===== src/rtl/uart_rx_fsm.sv =====
// 8N1 UART receiver: synchronizes uart_rx, finds the start edge, samples each bit
// at its midpoint and reports a good byte (valid pulse) or a bad stop bit (frame_err pulse).
module uart_rx_fsm #(
   parameter int CLK_FREQ = 12000000,
   parameter int BAUD     = 9600,
   parameter int BPS_CNT  = CLK_FREQ / BAUD,
   parameter int HALF_CNT = BPS_CNT / 2
) (
   input  logic       clk,
   input  logic       rst_n,
   input  logic       uart_rx,
   output logic [7:0] rx_data,
   output logic       rx_data_valid,
   output logic       frame_err,
   output logic       rx_busy
);

   localparam int CNT_W = $clog2(BPS_CNT);
   localparam logic [CNT_W-1:0] BIT_LAST  = CNT_W'(BPS_CNT - 1);
   localparam logic [CNT_W-1:0] HALF_LAST = CNT_W'(HALF_CNT - 1);
   localparam logic [CNT_W-1:0] CNT_ONE   = CNT_W'(1);

   typedef enum logic [1:0] {IDLE, START, DATA, STOP} state_t;

   state_t           state, state_nxt;
   logic [CNT_W-1:0] cnt, cnt_nxt;
   logic [2:0]       bit_idx, bit_idx_nxt;
   logic [7:0]       shift, shift_nxt;
   logic [7:0]       rx_data_nxt;
   logic             valid_nxt, err_nxt;
   logic             rx_meta, rx_s, rx_d;
   logic             fall;

   // Two-flop synchronizer plus one delay flop for edge detection; all idle high
   always_ff @(posedge clk or negedge rst_n) begin
      if (!rst_n) begin
         rx_meta <= 1'b1;
         rx_s    <= 1'b1;
         rx_d    <= 1'b1;
      end else begin
         rx_meta <= uart_rx;
         rx_s    <= rx_meta;
         rx_d    <= rx_s;
      end
   end

   assign fall    = rx_d & ~rx_s;
   assign rx_busy = (state != IDLE);

   always_ff @(posedge clk or negedge rst_n) begin
      if (!rst_n) begin
         state         <= IDLE;
         cnt           <= '0;
         bit_idx       <= '0;
         shift         <= '0;
         rx_data       <= '0;
         rx_data_valid <= 1'b0;
         frame_err     <= 1'b0;
      end else begin
         state         <= state_nxt;
         cnt           <= cnt_nxt;
         bit_idx       <= bit_idx_nxt;
         shift         <= shift_nxt;
         rx_data       <= rx_data_nxt;
         rx_data_valid <= valid_nxt;
         frame_err     <= err_nxt;
      end
   end

   // Start is confirmed half a bit after the edge; later samples are one full bit apart
   always_comb begin
      state_nxt   = state;
      cnt_nxt     = cnt;
      bit_idx_nxt = bit_idx;
      shift_nxt   = shift;
      rx_data_nxt = rx_data;
      valid_nxt   = 1'b0;
      err_nxt     = 1'b0;
      case (state)
         IDLE: begin
            cnt_nxt = '0;
            if (fall) begin
               state_nxt = START;
            end
         end
         START: begin
            if (cnt == HALF_LAST) begin
               cnt_nxt = '0;
               if (!rx_s) begin
                  state_nxt   = DATA;
                  bit_idx_nxt = '0;
               end else begin
                  state_nxt = IDLE;
               end
            end else begin
               cnt_nxt = cnt + CNT_ONE;
            end
         end
         DATA: begin
            if (cnt == BIT_LAST) begin
               cnt_nxt            = '0;
               shift_nxt[bit_idx] = rx_s;
               bit_idx_nxt        = bit_idx + 3'd1;
               if (bit_idx == 3'd7) begin
                  state_nxt = STOP;
               end
            end else begin
               cnt_nxt = cnt + CNT_ONE;
            end
         end
         STOP: begin
            if (cnt == BIT_LAST) begin
               cnt_nxt   = '0;
               state_nxt = IDLE;
               if (rx_s) begin
                  rx_data_nxt = shift;
                  valid_nxt   = 1'b1;
               end else begin
                  err_nxt = 1'b1;
               end
            end else begin
               cnt_nxt = cnt + CNT_ONE;
            end
         end
         default: begin
            state_nxt = IDLE;
            cnt_nxt   = '0;
         end
      endcase
   end

endmodule


===== config.mk =====
export PLATFORM = sky130hd
export DESIGN_NAME = uart_rx_fsm
export DESIGN_NICKNAME = d
export VERILOG_FILES = /design/src/rtl/uart_rx_fsm.sv
export SDC_FILE = /design/constraint.sdc
export NUM_CORES = 1
export LEC_CHECK = 0
export ABC_CLOCK_PERIOD_IN_PS = 1700
export CAP_MARGIN = 20
export CORE_AREA = 2 2 63 65
export CTS_BUF_LIST = sky130_fd_sc_hd__clkbuf_4 sky130_fd_sc_hd__clkbuf_8 sky130_fd_sc_hd__clkbuf_16
export CTS_CLUSTER_SIZE = 10
export DETAILED_ROUTE_END_ITERATION = 16
export DIE_AREA = 0 0 65 67
export GPL_TIMING_DRIVEN = 0
export HOLD_SLACK_MARGIN = 0.05
export MAX_ROUTING_LAYER = met4
export PLACE_DENSITY = 0.78
export SLEW_MARGIN = 20
export SYNTH_ARGS = -nofsm -noshare
export SYNTH_HDL_FRONTEND = slang
export SYNTH_SLANG_ARGS = --single-unit

===== constraint.sdc =====
create_clock -name clk -period 1.7 [get_ports clk]
set_input_delay 0.34 -clock clk [delete_from_list [all_inputs] [get_ports clk]]
set_output_delay 0.34 -clock clk [all_outputs]
set_load 0.03 [all_outputs]

==> results.json, run 1 <==
{
  "status": "finished, violations left",
  "violations": "setup timing",
  "start_kind": "flop",
  "final_cell_mix": "33 x dfrtp_1, 13 x nor2_1, 12 x buf_4, 11 x mux2_4",
  "finalSetupViolCount": 20,
  "critPathKind": "flop to flop",
  "worstHoldEndpoint": "rx_s",
  "cts_max_path_buffers": 2,
  "overflow": 0,
  "hpwlAfterDp_mm": 2.20,
  "yosys.area_share.simple_pct": 19.8,
  "power.leakage_nw": 1.18,
  "hold_violations": 0,
  "drive_gt1_share_pct": 39.8,
  "slew_headroom_pct": 73.1,
  "ys_ff_latch": 37,
  "wl_met3_um": 119,
  "areaGrowthSynthToFinish_pct": 29.8,
  "r2r_start": "cnt[1]",
  "synth_top_family_by_area": "simple AND/OR/NAND/NOR gates",
  "synth_compound_area_share_pct": 3.79,
  "maxCapViolCount": 0,
  "tightest_slew_ns": 0.403,
  "drv_slew": 0,
  "synthMuxAreaShare_pct": 12.2,
  "clk_latency_ns": 0.29,
  "grt_pass1_wl_mm": 6.24,
  "fin_ws_ns": -0.0889,
  "finalWirelength_mm": 3.75,
  "synth_top_area_share_pct": 47.8,
  "root_buffer": "clkbuf_8",
  "hp-class": "flop to flop",
  "crit_family": "flip-flops",
  "hp-start": "rx_meta",
  "tns_ns": -0.676,
  "yosysTopAreaCell": "dfrtp_1",
  "initial_utilization_pct": 49.4,
  "vias": 1265,
  "diodes": 0,
  "gp_congestion": 0.861,
  "worstRegToRegCells": 7,
  "syn_area_mm2": 0.00178,
  "cts_tree": "done",
  "r2r_setup_slack_ns": -0.09,
  "rsz0062_at_grt": "true",
  "crit_fanout": 3,
  "clk_pin_slew_ns": 0.06,
  "synth_adder_area_share_pct": 3.51,
  "syn_area_per_cell_um2": 12.4,
  "antenna_found_initial": 0,
  "coreArea_mm2": 0.00361,
  "row_count": 22,
  "r2r-end": "bit_idx[1]",
  "wl_met1_mm": 1.65,
  "fp.dieArea_mm2": 0.00436,
  "die_h_um": 67,
  "via_per_inst": 5.52,
  "max_freq_mhz": 559,
  "critPathMaxStageDelay_ns": 0.39,
  "antenna_left": 0,
  "worst_path_max_delay_cell": "dfrtp_1",
  "seq_area_frac_synth_pct": 52.2,
  "syn_nets": 152,
  "cp.required_ns": 1.87,
  "die-width_um": 65,
  "nets": 188,
  "avgRoutedWirePerCell_um": 16.4,
  "utilization_pct": 64.1,
  "cts_max_level": 2,
  "worstHoldPathCells": 0,
  "finalCriticalPeriod_ns": 1.79,
  "first_global_vias": 1319,
  "peakVddDrop_v": 0.000522,
  "synth-xor-area-share_pct": 4.43,
  "initialDrtViolationCount": 34,
  "ios": 14,
  "period_share_pct": 105,
  "yosysUniqueCellTypes": 36,
  "cts.sink_count": 37,
  "ys_top_cells_by_area": "dfrtp_1 48%, mux2_2 11%, dfstp_2 4.4%",
  "grt_max_degree": 27,
  "pwr_density_cell_mw_per_mm2": 944,
  "gr-usage-all-layers_pct": 19.6,
  "io_buffer_count": 13,
  "end_kind": "flop",
  "yosys_warnings": 0,
  "arrival_ns": 1.96,
  "drt_drc_violations_left": 0,
  "worst_clock_skew_ns": 0.00686,
  "dr.pass1.iters": 4,
  "synthCells": 144,
  "worst-path-buf-inv": 2,
  "crit_chain": "inv_2, ha_2, and4bb_2, nand2_2, o41ai_4, buf_4, mux2_4",
  "wl_met2_mm": 1.89,
  "final_common_cell": "dfrtp_1",
  "cts_buffers": 5,
  "routed.top_layer": "met4"
}
## area by class of cell
cell class,instances,area [um2]
timing repair buffer,28,265
buffer,7,55.1
sequential,37,931
tap,48,60.1
multi-input combinational,96,883
fill,255,1290
clock buffer,8,97.6
inverter,5,18.8
## worst register-to-register path, cell delays in order (launching register included)
cell and delay [ns]:
dfrtp_1 0.39, inv_2 0.08, ha_2 0.16, and4bb_2 0.26, nand2_2 0.09, o41ai_4 0.20, buf_4 0.19, mux2_4 0.31
## how the worst max path moves through the flow
stage,end,depth (start not counted),start
floorplan,bit_idx[0],5,cnt[3]
global placement,shift[4],1,rst_n
detailed placement,bit_idx[1],5,cnt[2]
CTS,bit_idx[1],7,cnt[0]
global route,bit_idx[1],7,cnt[1]
finish,bit_idx[1],7,cnt[1]
## synth_stat cells
cell type / number
inv_1: 5
o22a_1: 1
nand2_1: 5
or2_2: 1
and4bb_2: 2
mux2_2: 18
a21oi_1: 1
nand3_1: 8
mux2_4: 1
o21ai_0: 1
and2b_2: 1
o41ai_4: 1
dfstp_2: 3
xnor2_1: 1
and4bb_1: 1
buf_6: 3
a32oi_1: 1
a31oi_1: 2
clkbuf_1: 1
nand3b_1: 2
nand4_1: 5
and3_4: 1
xor2_1: 8
and3b_1: 1
buf_2: 3
nor2b_1: 2
ha_1: 5
and4_2: 1
and4b_2: 1
nor3b_1: 3
nand4_4: 1
and2_1: 2
nor2_1: 13
and4_1: 3
nor3_1: 2
dfrtp_1: 34
## per-stage QoR
stage / hold WS, ns / area (um2) / instances / setup WS [ns] / power, mW
floorplan: 0.0444 / 1780 / 144 / -0.0159 / 1.27
global placement: 0.346 / 1970 / 205 / -0.471 / 1.34
detailed placement: 0.241 / 1990 / 206 / -0.188 / 1.36
CTS: 0.362 / 2240 / 225 / -0.103 / 2.11
global route: 0.368 / 2310 / 229 / -0.167 / 2.31
finish: 0.362 / 2310 / 229 / -0.0889 / 2.18
## metal layers
layer  vias to the layer above  GRT usage [%]
met5                         -              -
met4                         0           10.6
met3                         8           4.05
met2                        33           31.8
met1                       639           22.9
li1                        585              -
## logic make-up after synthesis
group | count (synthesis)
AOI/OAI and AO/OA | 7
xor gates and xnor gates | 9
adders and majority gates | 5
buffers and inverters | 12
DFF | 37
muxes | 19
and+or+nand+nor | 55
## state kept, by name, indices dropped and copies added (netlist names), named ones only
register / count
rx_data_valid: 1
cnt: 11
state: 1
rx_s: 1
shift: 8
rx_data: 8
rx_d: 1
rx_meta: 1
frame_err: 1
bit_idx: 3
## power by group
| part | leakage, nW | internal, mW | switching (mW) |
|---|---|---|---|
| Sequential | 0.487 | 0.972 | 0.0902 |
| Clock | 0.0523 | 0.362 | 0.291 |
| Combinational | 0.637 | 0.235 | 0.232 |
## timing repair
| action | CTS | global route |
|---|---|---|
| buffers inserted | 9 | 4 |
| setup endpoints to repair | 15 | 34 |
| cloned | 1 | 0 |
| resized for setup | 20 | 16 |
| hold buffers | 1 | 0 |
| hold endpoints to repair | 9 | 0 |
| pin swaps | 5 | 6 |
(Power assumes the default switching activity.)
==> inputs of run 2 (changes only) <==
Settings changed: SKIP_CTS_REPAIR_TIMING set to 1.
==> run 2 against run 1 <==
  * The flow still finishes with violations (setup timing)
  * First-iteration DRC count rose by 44%
  * Count of clock-buffer cells in the layout did not move
  * Critical path depth did not move
  * Final area fell by 2.2%
  * Cell count fell by 1.3%
  * Critical path type unchanged
==> results.json, run 2 (synthesis results as in run 1) <==
{
  "nets": 185,
  "critPathCapture": "bit_idx[2]",
  "die_h_um": 67,
  "tightest_slew_ns": 0.424,
  "slew_headroom_pct": 71.8,
  "worstRegToRegCells": 7,
  "drv_slew": 0,
  "via_per_inst": 5.53,
  "final_cell_mix": "33 x dfrtp_1, 13 x nor2_1, 13 x mux2_2, 9 x buf_4",
  "hpwlAfterDp_mm": 2.20,
  "p_int_mw": 1.53,
  "top_register": "cnt",
  "arrival_ns": 2.08,
  "pwr-share-comb_pct": 18.2,
  "clk_pin_slew_ns": 0.06,
  "power.leakage_nw": 1.13,
  "multi_input_area_um2": 857,
  "root_buffer": "clkbuf_8",
  "switchingPower_mw": 0.580,
  "worst_path_max_delay_cell": "dfrtp_1",
  "hold_violations": 0,
  "antenna_left": 0,
  "end_kind": "flop",
  "utilization_pct": 62.7,
  "pre_cts_slack_ns": -0.188,
  "start_kind": "flop",
  "period_share_pct": 112,
  "violations": "setup timing",
  "row_count": 22,
  "grt_max_degree": 27,
  "p_clk_share_pct": 31.0,
  "status": "finished, violations left",
  "critPathMaxStageDelay_ns": 0.43,
  "fin_cells": 226,
  "die-width_um": 65,
  "hp-class": "flop to flop",
  "switching_share_pct": 27.5,
  "crit_fanout": 6,
  "r2r_start": "cnt[0]",
  "gr-usage-all-layers_pct": 17.2,
  "final_area_mm2": 0.00226,
  "cp-startpoint": "cnt[0]",
  "rsz0062_at_grt": "true",
  "finalCriticalPeriod_ns": 1.91,
  "drt_drc_violations_left": 0,
  "maxCapViolCount": 0,
  "seqPwrFrac_pct": 50.8,
  "overflow": 0,
  "reg_top3": "cnt x11, rx_data x8, shift x8",
  "fillerInstances": 265,
  "peakVddDrop_v": 0.000570,
  "initialDrtViolationCount": 49,
  "io_buffer_count": 13,
  "gp_congestion": 0.861,
  "areaGrowthSynthToFinish_pct": 26.9,
  "max_freq_mhz": 523,
  "critPathKind": "flop to flop",
  "dpl.cell_count": 206,
  "cts_tree": "done",
  "cts_max_path_buffers": 2,
  "p_total_mw": 2.11,
  "initial_utilization_pct": 49.4,
  "finalWirelength_mm": 3.54,
  "antenna_found_initial": 0,
  "cts.sink_count": 37,
  "dr.pass1.iters": 4,
  "cts_buffers": 5,
  "worst_clock_skew_ns": 0.00621,
  "largest_reg_flops": 11,
  "final_common_cell": "dfrtp_1",
  "r2r_setup_slack_ns": -0.21,
  "avgRoutedWirePerCell_um": 15.7,
  "seq_area_um2": 931,
  "grt_pass1_wl_mm": 5.46,
  "cp.required_ns": 1.87,
  "vias": 1250,
  "dpl_cell_area_mm2": 0.00199,
  "finalSetupViolCount": 5,
  "drive_gt1_share_pct": 37.1,
  "first_global_vias": 1218,
  "cts_max_level": 2,
  "clk_latency_ns": 0.29,
  "diodes": 0,
  "pwr_density_cell_mw_per_mm2": 935,
  "ios": 14,
  "r2r-end": "bit_idx[2]",
  "coreArea_mm2": 0.00361,
  "fin_ws_ns": -0.212,
  "fp.dieArea_mm2": 0.00436,
  "crit_chain": "inv_1, ha_1, and4bb_2, nand2_2, o41ai_4, buf_4, mux2_2"
}
run 2: cell types whose count changed in the layout (fill, tap and decap cells not counted), sizes merged:
cell / previous run / this run
clkdlybuf4s50: 7 / 8
dlymetal6s2s: 4 / 3
buf: 22 / 19
run 2: cell type report:
type                    instances  area share (%)
inverters                       5           0.831
flip-flops and latches         37            41.2
well taps                      48            2.66
clock buffers                   8            4.32
plain buffers                   7            2.60
repair buffers                 25            10.5
multi-input cells              96            37.9
run 2: stage by stage:
stage,hold slack [ns],TNS (ns)
2_1_floorplan,0.0444,-0.0477
3_3_place_gp,0.346,-16.79
4_1_cts,-0.0691,-1.45
5_1_grt,0.368,-2.39
3_5_place_dp,0.241,-0.970
6_report,0.362,-0.671
run 2: how the worst min path moves through the flow:
stage	startpoint	to	slack, ns	cells past startpoint
after floorplan	rst_n	async pin	0.04	0
after global placement	rx_meta	rx_s	0.35	0
after detailed placement	rst_n	cnt[8]	0.24	1
after CTS	rst_n	cnt[8]	-0.07	1
after global routing	rx_meta	rx_s	0.37	0
final	rx_meta	rx_s	0.36	0
run 2: critical path, delay by kind of cell, from the launching register on:
family | cells | cell delay, ns
DFF | 1 | 0.43
and+or+nand+nor | 2 | 0.34
adders and majority gates | 1 | 0.14
muxes | 1 | 0.33
buffers and inverters | 2 | 0.28
AOI/OAI and AO/OA | 1 | 0.29
run 2: routing by layer:
metal	up-vias	GRT usage, %	routed length (um)
met5	-	-	0
met3	10	3.72	121
met2	35	29.1	1750
li1	583	-	-
met4	0	7.98	106
met1	622	19.6	1570
run 2: power groups by stage:
stage / combinational [mW] / sequential (mW) / clock, mW
finish: 0.384 / 1.07 / 0.654
global route: 0.433 / 1.09 / 0.709
CTS: 0.261 / 1.08 / 0.668
detailed placement: 0.259 / 1.10 / 0
global placement: 0.244 / 1.09 / 0
floorplan: 0.198 / 1.07 / 0
==> inputs of run 3 (changes only) <==
Settings changed: GPL_TIMING_DRIVEN 0 to not set.
==> run 3 against run 2 <==
  * The flow still finishes with violations (setup timing)
  * Sequential power decreased by 4%
  * Global-route usage increased by 1.5 points
  * Fmax increased by 8.8%
  * Final area increased by 1.0%
  * Critical endpoint is now bit_idx[0]
==> results.json, run 3 (synthesis results as in run 1) <==
{
  "status": "finished, violations left",
  "violations": "setup timing",
  "grt_pass1_wl_mm": 5.89,
  "largest_reg_flops": 11,
  "row_count": 22,
  "die_h_um": 67,
  "areaGrowthSynthToFinish_pct": 28.2,
  "peakVddDrop_v": 0.000727,
  "fillerInstances": 264,
  "nets": 191,
  "power.leakage_nw": 1.14,
  "finalSetupViolCount": 5,
  "rsz0062_at_grt": "true",
  "drv_slew": 0,
  "fin_ws_ns": -0.0575,
  "arrival_ns": 1.93,
  "cts_tree": "done",
  "clk_latency_ns": 0.29,
  "final_common_cell": "dfrtp_1",
  "finalCriticalPeriod_ns": 1.76,
  "start_kind": "flop",
  "drive_gt1_share_pct": 39.7,
  "worst_path_max_delay_cell": "dfrtp_1",
  "period_share_pct": 103,
  "overflow": 0,
  "cts_max_level": 2,
  "dr.pass1.iters": 4,
  "end_kind": "flop",
  "coreArea_mm2": 0.00361,
  "p_total_mw": 2.19,
  "diodes": 0,
  "first_global_vias": 1317,
  "antenna_left": 0,
  "max_freq_mhz": 569,
  "crit_fanout": 7,
  "die-width_um": 65,
  "worst_clock_skew_ns": 0.0133,
  "critPathKind": "flop to flop",
  "avgRoutedWirePerCell_um": 15.7,
  "top_register": "cnt",
  "gp_congestion": 0.883,
  "final_cell_mix": "34 x dfrtp_1, 24 x buf_4, 14 x mux2_2, 13 x nor2_1, 9 x clkdlybuf4s50_1",
  "initial_utilization_pct": 49.4,
  "crit_family": "simple AND/OR/NAND/NOR gates",
  "clk_pin_slew_ns": 0.07,
  "pwr_density_cell_mw_per_mm2": 958,
  "cp.required_ns": 1.88,
  "hpwlAfterDp_mm": 2.37,
  "maxCapViolCount": 0,
  "via_per_inst": 5.41,
  "reg_top3": "cnt x11, rx_data x8, shift x8",
  "antenna_found_initial": 0,
  "io_buffer_count": 13,
  "cts.sink_count": 37,
  "crit_chain": "and4bb_4, nand2_1, o41ai_4, mux2_2",
  "cts_buffers": 5,
  "initialDrtViolationCount": 44,
  "tightest_slew_ns": 0.359,
  "critPathMaxStageDelay_ns": 0.38,
  "gr-usage-all-layers_pct": 18.6,
  "hold_violations": 0,
  "cts_max_path_buffers": 2,
  "root_buffer": "clkbuf_8",
  "vias": 1255,
  "hp-class": "flop to flop",
  "drt_drc_violations_left": 0,
  "fp.dieArea_mm2": 0.00436,
  "ios": 14,
  "slew_headroom_pct": 76.0,
  "worst-path-buf-inv": 0,
  "finalWirelength_mm": 3.63,
  "grt_max_degree": 38,
  "utilization_pct": 63.3
}
==> run 3: cell count changes in the layout (fill, tap and decap cells not counted), sizes merged <==
cell / change
dlymetal6s2s: +1
buf: +6
clkinvlp: +1
dlygate4sd3: -1
clkdlybuf4s50: +1
clkbuf: -2
==> run 3: worst paths after layout <==
kind | to | slack [ns] | cells after the start | startpoint
max | bit_idx[0] | -0.06 | 4 | cnt[2]
max in group asynchronous | rx_d | 1.02 | 2 | rst_n
min | rx_s | 0.36 | 0 | rx_meta
min in group asynchronous | frame_err | 0.42 | 2 | rst_n
min reg2reg | rx_s | 0.36 | 0 | rx_meta
max reg2reg | bit_idx[0] | -0.06 | 4 | cnt[2]
==> run 3: area by class of cell <==
type	count	area, um2	area share, %
sequential	37	930	40.7
multi-input combinational	96	836	36.6
timing repair buffer	38	340	14.9
clock buffer	7	90.1	3.95
tap	48	60.1	2.63
inverter	5	18.8	0.822
clock inverter	1	7.51	0.329
==> run 3: metal layers <==
| metal | vias up | track usage [%] | part of all wire, % |
|---|---|---|---|
| met5 | - | - | 0 |
| met4 | 0 | 13.0 | 3.1 |
| met3 | 11 | 3.21 | 2.3 |
| met2 | 20 | 31.2 | 54 |
| met1 | 637 | 20.3 | 41 |
| li1 | 587 | - | - |
==> run 3: per-stage QoR <==
stage	instances	worst slack [ns]	instance area (um2)	hold slack, ns	TNS, ns
after floorplan	144	-0.0159	1780	0.0444	-0.0477
after global placement	219	-0.0147	2090	0.349	-0.0420
after detailed placement	219	-0.0666	2090	0.351	-0.242
after CTS	227	-0.206	2190	0.361	-0.761
after global routing	232	-0.145	2280	0.365	-0.812
final	232	-0.0575	2280	0.359	-0.129
==> run 3: report_power, final <==
group          leakage [nW]  internal [mW]  switching [mW]
Clock                0.0479          0.345           0.303
Combinational         0.607          0.258           0.247
Sequential            0.488          0.969          0.0642
Total                  1.14           1.57           0.614
==> patch 1, RTL diff (config.mk and constraints of run 1) <==
`BAUD`: 9600 -> 4800.
--- a/src/rtl/uart_rx_fsm.sv
+++ b/src/rtl/uart_rx_fsm.sv
@@ -4,3 +4,3 @@
    parameter int CLK_FREQ = 12000000,
-   parameter int BAUD     = 9600,
+   parameter int BAUD     = 4800,
    parameter int BPS_CNT  = CLK_FREQ / BAUD,
Check against the original RTL: same outputs for any inputs over 10 cycles, from zero or initial values and one cycle with rst_n low; that may be too few to reach the edited logic, so the function may still have changed.
==> patch 1 against run 1 <==
  * Wire length shrank 7.0%
  * Clock skew shrank 0.67 ps
  * Cell area fell by 3.5%
  * Total power shrank 4.8%
  * Setup slack worse by 86 ps
  * Synthesized cell count is 4.9% higher
  * Global-route usage fell by 0.48 points
  * Critical path depth decreased by 2
  * Area after synthesis decreased by 0.77%
  * Largest power group unchanged
  * Critical endpoint is now rx_data[1]
  * Sequential cell count up 1
  * Clock power is 2% lower
  * Sequential power grew 5%
  * The run still ends with setup timing left
  * Highest routed layer unchanged
==> patch 1: results (changes against run 1) <==
stage;metric;value;unit;change
global_routing;track_usage;19.1;%;was 19.6%
sta;fin_ws;-175;ps;was -88.9 ps
cts;postCtsSetupRepairBufs;3;;was 9
power_and_ir_drop;swShare;27.8;%;was 28.1%
global_routing;met1_usage;23.9;%;was 22.9%
run_status;status;finished with violations;;unchanged
yosys;synth_area_leaders;dfrtp_1, mux2_4, mux2_2, dfstp_2, nor3_1;;was dfrtp_1, mux2_2, dfstp_2, xor2_1, ha_1
sta;fin_hold_ws;358;ps;was 362 ps
setup_path;reg2reg_depth;5;;was 7
setup_path;slowest_delay;420;ps;was 390 ps
setup_path;path_max_fanout;8;;was 3
sta;finalSetupViolCount;16;;was 20
global_routing;grt_pass1_vias;1283;;was 1,319
power_and_ir_drop;power_frac_comb;15.7;%;was 21.4%
final_layout;fin_cells;227;;was 229
final_layout;drive_gt1_share;30.7;%;was 39.8%
power_and_ir_drop;power.total;2.08;mW;was 2.18 mW
power_and_ir_drop;p_leak;1.01;nW;was 1.18 nW
sta;maxSlewHeadroom;71.4;%;was 73.1%
yosys;synth_seq_area_share;54.0;%;was 52.2%
global_routing;grt_pass1_wl;6040;µm;was 6240 µm
setup_path;cpMaxStageDelayCell;dfrtp_2;;was dfrtp_1
power_and_ir_drop;ir_drop;0.560;mV;was 0.522 mV
yosys;syn_inst;151;;was 144
power_and_ir_drop;power_clock;637;µW;was 653 µW
place;routabilityCongestion;0.851;;was 0.861
setup_path;startpoint;cnt[4];;was cnt[1]
run_status;violations;setup timing;;unchanged
[patch 1: changes by cell type after synthesis, sizes merged, moves of 3 or more]
| cell | run 1 | this run |
|---|---|---|
| nor3 | 2 | 14 |
| buf | 6 | 2 |
| mux2 | 19 | 16 |
| nand2 | 5 | 13 |
| nor2 | 13 | 8 |
| mux2i | 0 | 3 |
| nor3b | 3 | 0 |
[patch 1: kinds of logic after synthesis]
| kind of cell | synth area share (%) |
|---|---|
| AND/OR/NAND/NOR | 19.1 |
| buffers and inverters | 2.83 |
| XOR/XNOR | 4.46 |
| adder cells (fa/ha/maj) | 2.83 |
| multiplexers | 13.6 |
| AO/OA/AOI/OAI | 3.12 |
| flip-flops | 54.0 |
[patch 1: worst max path at each step]
stage	endpoint	slack [ps]	depth (start not counted)
final	rx_data[1]	-180	5
after global routing	shift[1]	-300	5
after global placement	cnt[4]	-610	1
after CTS	rx_data[1]	-200	5
after floorplan	rx_data[0]	-70	5
after detailed placement	shift[1]	-290	6
[patch 1: layout make-up]
| cell class | instances | area [µm²] |
|---|---|---|
| Buffer | 3 | 22.5 |
| Clock buffer | 7 | 90.1 |
| Clock inverter | 1 | 5.00 |
| Fill cell | 275 | 1380 |
| Inverter | 7 | 26.3 |
| Multi-Input combinational cell | 102 | 853 |
| Sequential cell | 38 | 961 |
| Tap cell | 48 | 60.1 |
| Timing Repair Buffer | 21 | 213 |
[patch 1: per-stage QoR]
stage | setup TNS [ps] | worst slack, ps | cell area, µm²
after floorplan | -803 | -73.4 | 1770
after global placement | -21760 | -606 | 1960
after detailed placement | -5040 | -288 | 1990
after CTS | -2780 | -203 | 2160
after global routing | -4190 | -304 | 2230
final | -2390 | -175 | 2230
[patch 1: critical path, delay by kind of cell, from the launching register on]
kind          cells  cell delay, ps
simple gates      3             860
mux               1             310
buf+inv           1             160
flops             1             420
==> patch 2, RTL diff (flow settings as in run 1) <==
Without the edit above. Re-encode `state_t` (4 states) as one-hot, 4 bits wide.
--- a/src/rtl/uart_rx_fsm.sv
+++ b/src/rtl/uart_rx_fsm.sv
@@ -22,3 +22,3 @@
 
-   typedef enum logic [1:0] {IDLE, START, DATA, STOP} state_t;
+   typedef enum logic [3:0] {IDLE = 4'b0001, START = 4'b0010, DATA = 4'b0100, STOP = 4'b1000} state_t;
 
Check against the original RTL: no difference found for any inputs over 10 cycles, from zero or initial values and one cycle with rst_n low; not proved beyond that.
==> patch 2 against run 1 <==
  * Maximum frequency fell by 6.9%
  * The flow still finishes with violations (setup timing)
  * Highest routed layer unchanged
  * Cell area grew 14%
  * Total power grew 8.9%
  * Synthesized cell count grew 8.3%
  * Sequential cell count is 2 higher
  * Critical endpoint is now cnt[5]
  * Setup slack got worse by 130 ps
  * Die area stayed put
  * Hold slack got worse by 3.5 ps
  * Wire length up 6.7%
  * Area after synthesis increased by 3.2%
==> patch 2: results (changes against run 1) <==
stage;metric;value;unit;change
global_routing;grt_max_degree;25;;was 27
yosys;synthAdderAreaFrac;3.40;%;was 3.51%
final_layout;fillers;230;;was 255
yosys;synthMuxAreaShare;9.19;%;was 12.2%
power_and_ir_drop;ir_drop;0.692;mV;was 0.522 mV
global_routing;gr-usage-met3;5.91;%;was 4.05%
run_status;violations;setup timing;;unchanged
sta;fin_ws;-221;ps;was -88.9 ps
sta;worst_slew_pin_slew;700;ps;was 403 ps
place;placed_cells;218;;was 206
sta;finalSetupViolCount;29;;was 20
yosys;synth_area_leaders;dfrtp_1, mux2_2, dfstp_2, ha_1, nor2_1;;was dfrtp_1, mux2_2, dfstp_2, xor2_1, ha_1
global_routing;track_usage;20.9;%;was 19.6%
detailed_routing;drtIter0Drc;86;;was 34
setup_path;worstPathArrival;2150;ps;was 1960 ps
power_and_ir_drop;power_switching;581;µW;was 613 µW
yosys;ys_types;38;;was 36
detailed_routing;totalWireLength;4000;µm;was 3750 µm
final_layout;multi_input_gates;105;;was 96
detailed_routing;vias;1399;;was 1,265
global_routing;grt_pass1_wl;6540;µm;was 6240 µm
detailed_routing;drt-met1-wl;1610;µm;was 1650 µm
detailed_routing;routedWlPerCell;16.3;µm;was 16.4 µm
final_layout;n_all_buffers;43;;was 35
yosys;synthXorXnorAreaFrac;5.24;%;was 4.43%
cts;cts_resized;35;;was 20
yosys;synth_commonest_cells;dfrtp_1, nor2_1, mux2_2, nand2_1;;was dfrtp_1, mux2_2, nor2_1, nand3_1, xor2_1
sta;fin_worst_skew;10.4;ps;was 6.86 ps
final_layout;nets;205;;was 188
final_layout;layout.clock.cell_area_share;5.17;%;was 4.22%
global_routing;met2_usage;37.0;%;was 31.8%
detailed_routing;met3_wirelength;159;µm;was 119 µm
run_status;status;finished with violations;;unchanged
setup_path;timing.rr.start;state[3];;was cnt[1]
final_layout;inverters_excl_clock;3;;was 5
setup_path;endpoint;cnt[5];;was bit_idx[1]
final_layout;clock_buffers;6;;was 8
yosys;synth_seq_area_share;53.4;%;was 52.2%
cts;cts.clk_slew.worst_paths;80;ps;was 60 ps
final_layout;register_area;987;µm²;was 931 µm²
yosys;synth_compound_area_share;5.17;%;was 3.79%
place;place_hpwl;2340;µm;was 2200 µm
final_layout;multi_input_area;1030;µm²;was 883 µm²
[patch 2: power by group through the flow]
stage               logic (mW)  clock network [mW]  registers [mW]
detailed placement       0.255                   0            1.04
global placement         0.240                   0            1.03
floorplan                0.167                   0            1.03
CTS                      0.391               0.938            1.02
finish                   0.436               0.919            1.02
global route             0.462               0.978            1.03
[patch 2: through the flow]
stage	cell area, µm²	utilization [%]	setup TNS, ps	power (mW)	worst slack, ps
final	2640	73.2	-4200	2.38	-221
after global routing	2640	73.2	-5940	2.47	-274
after CTS	2510	69.6	-3730	2.35	-182
after detailed placement	2110	58.6	-6400	1.29	-494
after global placement	2090	58.0	-25220	1.27	-555
after floorplan	1900	-	-1130	1.19	-137
[patch 2: critical path, stage by stage (launching register included)]
cell and delay [ps]:
dfrtp_2 460, or4b_4 570, buf_6 140, a41o_1 230, o41a_1 190, buf_8 190
nor2_2 80
